File: config.mk
export PLATFORM = sky130hd
export DESIGN_NAME = bfsk_demod
export DESIGN_NICKNAME = d
export VERILOG_FILES = /design/src/rtl/bfsk_pkg.sv /design/src/rtl/bfsk_slicer.sv /design/src/rtl/bfsk_demod.sv
export SDC_FILE = /design/constraint.sdc
export NUM_CORES = 1
export LEC_CHECK = 0
export CAP_MARGIN = 10
export CORE_ASPECT_RATIO = 0.7
export CORE_UTILIZATION = 45
export CTS_CLUSTER_SIZE = 12
export DETAILED_ROUTE_END_ITERATION = 10
export GPL_ROUTABILITY_DRIVEN = 0
export HOLD_SLACK_MARGIN = 0.05
export PLACE_DENSITY_LB_ADDON = 0.25
export RECOVER_POWER = 25
export SLEW_MARGIN = 25
export SYNTH_ARGS = -nofsm -noshare
export SYNTH_HDL_FRONTEND = slang
export SYNTH_SLANG_ARGS = --single-unit
File: constraint.sdc
create_clock -name clk -period 2.1 [get_ports clk]
set_clock_uncertainty 0.1 [all_clocks]
set_input_delay 0.315 -clock clk [delete_from_list [all_inputs] [get_ports clk]]
set_output_delay 0.315 -clock clk [all_outputs]
set_load 0.005 [all_outputs]
File: src/rtl/bfsk_pkg.sv
// Shared BFSK definitions: sample type and default symbol/slicer constants.
// The modulator uses the same package.
package bfsk_pkg;

   localparam int W      = 8;
   localparam int SPS    = 32;
   localparam int MID    = 128;
   localparam int HYST   = 0;
   localparam int THRESH = 3;
   localparam int CNT_W  = $clog2(SPS + 1);

   typedef logic [W-1:0] sample_t;

endpackage

File: src/rtl/bfsk_slicer.sv
// Hysteresis comparator with its level register.
// Flags a transition for any accepted sample that flips the level.
module bfsk_slicer
   import bfsk_pkg::*;
#(
   parameter int W    = bfsk_pkg::W,
   parameter int MID  = bfsk_pkg::MID,
   parameter int HYST = bfsk_pkg::HYST
) (
   input  logic         clk,
   input  logic         reset,
   input  logic [W-1:0] sample,
   input  logic         valid,
   output logic         lvl,
   output logic         trans
);

   // Thresholds saturate so a wide band never wraps around the sample range.
   localparam int MAXV = (1 << W) - 1;
   localparam int HI   = (MID + HYST > MAXV) ? MAXV : MID + HYST;
   localparam int LO   = (MID - HYST < 0) ? 0 : MID - HYST;
   localparam logic [W-1:0] HI_V = W'(HI);
   localparam logic [W-1:0] LO_V = W'(LO);

   logic lvl_next;

   always_comb begin
      lvl_next = lvl;
      if (sample >= HI_V)
         lvl_next = 1'b1;
      else if (sample < LO_V)
         lvl_next = 1'b0;
   end

   assign trans = valid && (lvl_next != lvl);

   always_ff @(posedge clk or negedge reset) begin
      if (!reset)
         lvl <= 1'b0;
      else if (valid)
         lvl <= lvl_next;
   end

endmodule

File: src/rtl/bfsk_demod.sv
// BFSK demodulator: counts slicer transitions over each SPS-sample window
// and decides one bit per window.
module bfsk_demod
   import bfsk_pkg::*;
#(
   parameter int W      = bfsk_pkg::W,
   parameter int SPS    = bfsk_pkg::SPS,
   parameter int MID    = bfsk_pkg::MID,
   parameter int HYST   = bfsk_pkg::HYST,
   parameter int THRESH = bfsk_pkg::THRESH
) (
   input  logic                       clk,
   input  logic                       reset,
   input  logic [W-1:0]               sample,
   input  logic                       sample_valid,
   input  logic                       sym_start,
   output logic                       bit_out,
   output logic                       bit_valid,
   output logic                       no_carrier,
   output logic [$clog2(SPS+1)-1:0]   cross_cnt
);

   localparam int CW = $clog2(SPS + 1);
   localparam int IW = (SPS > 1) ? $clog2(SPS) : 1;
   localparam logic [IW-1:0] LAST = IW'(SPS - 1);
   localparam logic [CW-1:0] THR  = CW'(THRESH);

   logic [IW-1:0] idx;
   logic [CW-1:0] cnt;
   logic [CW-1:0] cnt_next;
   logic          trans;

   bfsk_slicer #(
      .W    (W),
      .MID  (MID),
      .HYST (HYST)
   ) u_slicer (
      .clk    (clk),
      .reset  (reset),
      .sample (sample),
      .valid  (sample_valid),
      .lvl    (),
      .trans  (trans)
   );

   assign cnt_next = cnt + CW'(trans);

   always_ff @(posedge clk or negedge reset) begin
      if (!reset) begin
         idx        <= '0;
         cnt        <= '0;
         bit_out    <= 1'b0;
         bit_valid  <= 1'b0;
         no_carrier <= 1'b0;
         cross_cnt  <= '0;
      end else begin
         bit_valid <= 1'b0;
         // Resync wins over a pending decision; its sample opens the new window.
         if (sym_start) begin
            cnt <= CW'(trans);
            idx <= sample_valid ? IW'(1) : '0;
         end else if (sample_valid) begin
            if (idx == LAST) begin
               bit_out    <= (cnt_next >= THR);
               cross_cnt  <= cnt_next;
               no_carrier <= (cnt_next == '0);
               bit_valid  <= 1'b1;
               cnt        <= '0;
               idx        <= '0;
            end else begin
               cnt <= cnt_next;
               idx <= idx + IW'(1);
            end
         end
      end
   end

endmodule

# Word-level counts from Yosys, hierarchy flattened

Cells that the tools add are included.

Add/sub/neg operators: 2
Order comparisons: 3
Equality and inequality tests: 2
Muxes and demuxes: 12
Bitwise logic cells: 1
Reductions and logical operators: 4

Operator list:

| operator                                                           | number |
|---|---|
| two-way mux 6 bit                                                  | 3 |
| two-way mux 5 bit                                                  | 3 |
| greater-or-equal comparator 8 bit (second input constant)          | 1 |
| < comparator 8 bit (second input constant)                         | 1 |
| adder 6 x 1 -> 6 bit                                               | 1 |
| greater-or-equal comparator 6 x 2 -> 1 bit (second input constant) | 1 |
| zero test 6 bit                                                    | 1 |
| two-way mux 1 bit                                                  | 6 |
| adder 5 x 1 -> 5 bit (second input constant)                       | 1 |
| == test 5 bit (second input constant)                              | 1 |
| AND reduction 3 bit                                                | 1 |
| nonzero test 2 bit                                                 | 1 |
| logical AND 1 bit                                                  | 1 |
| != test 1 bit                                                      | 1 |
| NOT 1 bit                                                          | 1 |

Register bits: 21
Bits of input ports: 12
Output and inout bits: 9
Logic and storage cells: 31

# Depth between registers and ports, before layout

Word-level depth: 9
Depth in mapped cells: 8
Mapped depth without buffers: 8

# Modules after synthesis

Synthesis repeated with hierarchy kept, for this count alone.

Cells, all modules: 116
Area total of the unflattened synthesis: 1,171.1 um2

By module, submodules not included:

| module      | times used | cells each | area an instance (um2) |
|---|---|---|---|
| bfsk_demod  | 1          | 112        | 1,119.8 |
| bfsk_slicer | 1          | 4          | 51.3 |

# Worst setup path before layout

No wires, ideal clock.

Kind: reg2reg
Start: register u_slicer.lvl
End: register bit_out
Library setup time: 124 ps
Data arrival time: 1,887 ps
Data required time: 1,876 ps
Path slack: -11 ps
Stages on the path, launching flop included: 9
Buffers on the path: 0
Cell sequence: dfrtp_1 ha_1 and2_1 ha_1 ha_1 or2_2 o21ai_0 a21oi_1 a211o_1

Word-level cells in the longest chain between the ends: 6

Ends and longest elaborated chain:

| element                                        | RTL line          | RTL |
|---|---|---|
| start, declared                                | bfsk_slicer.sv:14 | `output logic lvl,` |
| start signal, assigned                         | bfsk_slicer.sv:41 | `lvl <= lvl_next;` |
| two-way mux 1 bit                              | bfsk_slicer.sv:31 | `else if (sample < LO_V)` |
| two-way mux 1 bit                              | bfsk_slicer.sv:29 | `if (sample >= HI_V)` |
| != test 1 bit (*)                              | bfsk_slicer.sv:35 | `assign trans = valid && (lvl_next != lvl);` |
| logical AND 1 bit (*)                          | bfsk_slicer.sv:35 |  |
| adder 6 x 1 -> 6 bit (*)                       | bfsk_demod.sv:46  | `assign cnt_next = cnt + CW'(trans);` |
| greater-or-equal comparator 6 x 2 -> 1 bit (*) | bfsk_demod.sv:64  | `bit_out <= (cnt_next >= THR);` |
| end signal, assigned                           | bfsk_demod.sv:64  |  |
| end, declared                                  | bfsk_demod.sv:17  | `output logic bit_out,` |

Every way passes the cells marked *; elsewhere a longest branch is shown, timed or not.
A chain may end at the register's enable or synchronous reset.

# Final worst setup path

Start: register u_slicer.lvl
End: register cnt[5]

Word-level cells in the longest chain between the ends: 8

Ends and longest elaborated chain:

| element                  | RTL line          | RTL |
|---|---|---|
| two-way mux 1 bit        | bfsk_slicer.sv:31 |  |
| two-way mux 1 bit        | bfsk_slicer.sv:29 |  |
| != test 1 bit (*)        | bfsk_slicer.sv:35 |  |
| logical AND 1 bit (*)    | bfsk_slicer.sv:35 |  |
| adder 6 x 1 -> 6 bit (*) | bfsk_demod.sv:46  |  |
| two-way mux 6 bit (*)    | bfsk_demod.sv:63  | `if (idx == LAST) begin` |
| two-way mux 6 bit (*)    | bfsk_demod.sv:62  | `end else if (sample_valid) begin` |
| two-way mux 6 bit (*)    | bfsk_demod.sv:59  | `if (sym_start) begin` |
| end signal, assigned     | bfsk_demod.sv:60  | `cnt <= CW'(trans);` |
| end signal, assigned     | bfsk_demod.sv:71  | `cnt <= cnt_next;` |
| end, declared            | bfsk_demod.sv:29  | `logic [CW-1:0] cnt;` |

Every way passes the cells marked *; elsewhere a longest branch is shown, timed or not. The select of a mux whose other input is x is not followed.

==> metrics.cfg <==
[layout]
fin_area_sq_um = 1390
finalNetCount = 158
area_growth_pct = 26.2
drive_gt1_share_pct = 23.6
diodes = 0

[routing]
drc = 0
drt_iter0_drc = 32
dr_total_vias = 905
wl_mm = 2.25
ant_nets = 0
wl_per_cell_microns = 13.1
viasPerCell = 5.26
firstDrtPassIters = 4

[pwr]
total_power_uw = 715
powerDensity_nw_per_um2 = 516
peakVddDrop_mv = 0.385
leakagePower_nw = 0.637

[global_route]
grt_start_max_net_pins = 22
gr-total-overflow = 0
grt_first_pass_wirelength_mm = 3.88
grt_usage_pct = 20.1
grt_pass1_vias = 870
grt_antenna_before_repair = 0

[synth]
synth_edf_count = 0
yosysUniqueCellTypes = 31
synth_top_cell_area_share_pct = 47.9
synth_fa_ha_area_share_pct = 5.70
synth_compound_area_share_pct = 14.4
postSynth.asyncResetShare_pct = 100
ys_seq_area_share_pct = 47.9
ys_seq_elements = 21
synthXorXnorAreaFrac_pct = 3.19
synthCells = 113
yosysWarningCount = 0
synth_top_area_cell = dfrtp_1
synthSimpleGateAreaFrac_pct = 20.3
syn_nets = 130
muxShareOfSynthArea_pct = 3.88
synth_top_family_by_area = simple AND/OR/NAND/NOR gates
netlist_area_sq_um = 1100
synth_area_leaders = dfrtp_1, ha_1, a21oi_1
ys.flop_type = dfrtp_1
syn_avg_cell_area_sq_um = 9.71

[clock_tree]
clk_path_buf_depth = 2
cts.sinks = 21
clkTransAtPathRegs_ns = 0.13
cts_buffers = 3
cts.htree.levels = 1
cts_root_buf = clkbuf_4
clk_latency_ns = 0.31
cts_tree = built

[placed_design]
placed_area_sq_um = 1310
port_buffers = 13
hpwl_mm = 1.59
pre_cts_slack_ns = -0.459

[die]
start_util_pct = 49.3
die_w_microns = 61.0
io_pins = 21
rows = 14
core_area_sq_um = 2220
die_area_sq_um = 2640
dieHeight_microns = 43.3

[sta]
clock.fmax_ghz = 0.484
setup_violations = 0
fin_ws_ns = 0.0330
setup_tns_ns = 0
post-route-period-util_pct = 98.4
fin_crit_ns = 2.07
hold_violations = 0
rsz0062_at_grt = yes
slew-limit-headroom_pct = 24.1
slew_viol_final = 0
worstMarginPinSlew_ns = 1.14

[critical_path]
r2r-start = u_slicer.lvl
cp-endpoint = cnt[5]
cp.required_ns = 2.24
cp-startpoint = u_slicer.lvl
worstSetupEndpointType = flip-flop
critical_path.startpoint_type = flip-flop
critical_path_class = reg -> reg
cp_max_fo = 3
r2r_cells = 8
regToRegSetupSlack_ns = 0.03
rr_endpoint = cnt[5]
critical_path_arrival_ns = 2.21

[hold_path]
holdCritPathClass = in -> reg

[job]
maxCapViolCount = 0

[run_status]
status = completed

[flip-flops by register name (all words and copies together), names as in the netlist]
signal,flops
cnt,6
bit_valid,1
u_slicer.lvl,1
bit_out,1
cross_cnt,6
no_carrier,1
idx,5
[cells in the final DEF (no fill, tap or decap), types with 3 or more instances in the layout]
cell type,Yosys,final
dfrtp_1,21,21
nor2_1,14,14
buf_4,1,14
clkdlybuf4s50_1,0,11
nand2_1,10,10
a21oi_1,12,10
o21ai_0,12,9
and3_1,3,3
ha_2,0,3
clkbuf_4,0,3
[metrics by stage]
| stage | cells | hold slack, ns | util (%) |
|---|---|---|---|
| floorplan | 113 | -0.0806 | - |
| global placement | 164 | 0.361 | 58.8 |
| detailed placement | 164 | 0.368 | 58.8 |
| CTS | 170 | 0.225 | 60.8 |
| global route | 172 | 0.336 | 62.3 |
| finish | 172 | 0.323 | 62.3 |
[area by class of cell]
type | count | area [sq um]
Fill cell | 199 | 840
Multi-Input combinational cell | 85 | 547
Sequential cell | 21 | 526
Timing Repair Buffer | 28 | 238
Tap cell | 32 | 40.0
Clock buffer | 3 | 22.5
Inverter | 2 | 7.51
Clock inverter | 1 | 5.00
[worst min-delay path by stage]
stage	startpoint	to	slack, ns	cells past startpoint
final	sample[7]	u_slicer.lvl	0.32	3
after global placement	cross_cnt[5]	cross_cnt[5]	0.36	2
after floorplan	reset	bit_out	-0.08	0
after detailed placement	cross_cnt[5]	cross_cnt[5]	0.37	2
after CTS	reset	bit_valid	0.23	2
after global routing	sample[7]	u_slicer.lvl	0.34	3
[worst max-delay path, cell delays in order (launching register included)]
cell and delay (ns):
dfrtp_1 0.41, ha_1 0.29, and2_1 0.13, ha_2 0.18
buf_4 0.11, and3_4 0.19, nand3_2 0.08, or3_4 0.39
a21oi_2 0.12
[cells in the mapped netlist (all sizes together), types with 3 or more instances]
cell type	instances
ha	5
o21ai	12
clkbuf	3
nand2	10
nor2	14
a21oi	12
and3	4
dfrtp	21
[what timing repair did]
item,4_1_cts,5_1_grt
setup buffers,2,2
endpoints found under the setup margin,3,8
resized for setup,3,8
hold buffers,0,0
pin swaps,4,3
[cell families after synthesis]
family	Yosys count
simple gates	43
fa+ha+maj	5
mux	4
xor+xnor	4
buf+inv	7
compound gates	29
flops	21
[power breakdown]
part           total (mW)  internal, mW  switching, mW
Sequential          0.425         0.415        0.00975
Clock               0.201        0.0712          0.130
Combinational      0.0892        0.0426         0.0466
Total               0.715         0.529          0.186
[per-layer routing]
layer	share of wire (%)	vias up	global-route usage, %
li1	-	448	-
met1	48	422	26.3
met2	46	29	32.0
met3	4.3	6	6.40
met4	1.7	0	5.91
met5	0	-	0
Power figures use the tool's default switching activity.
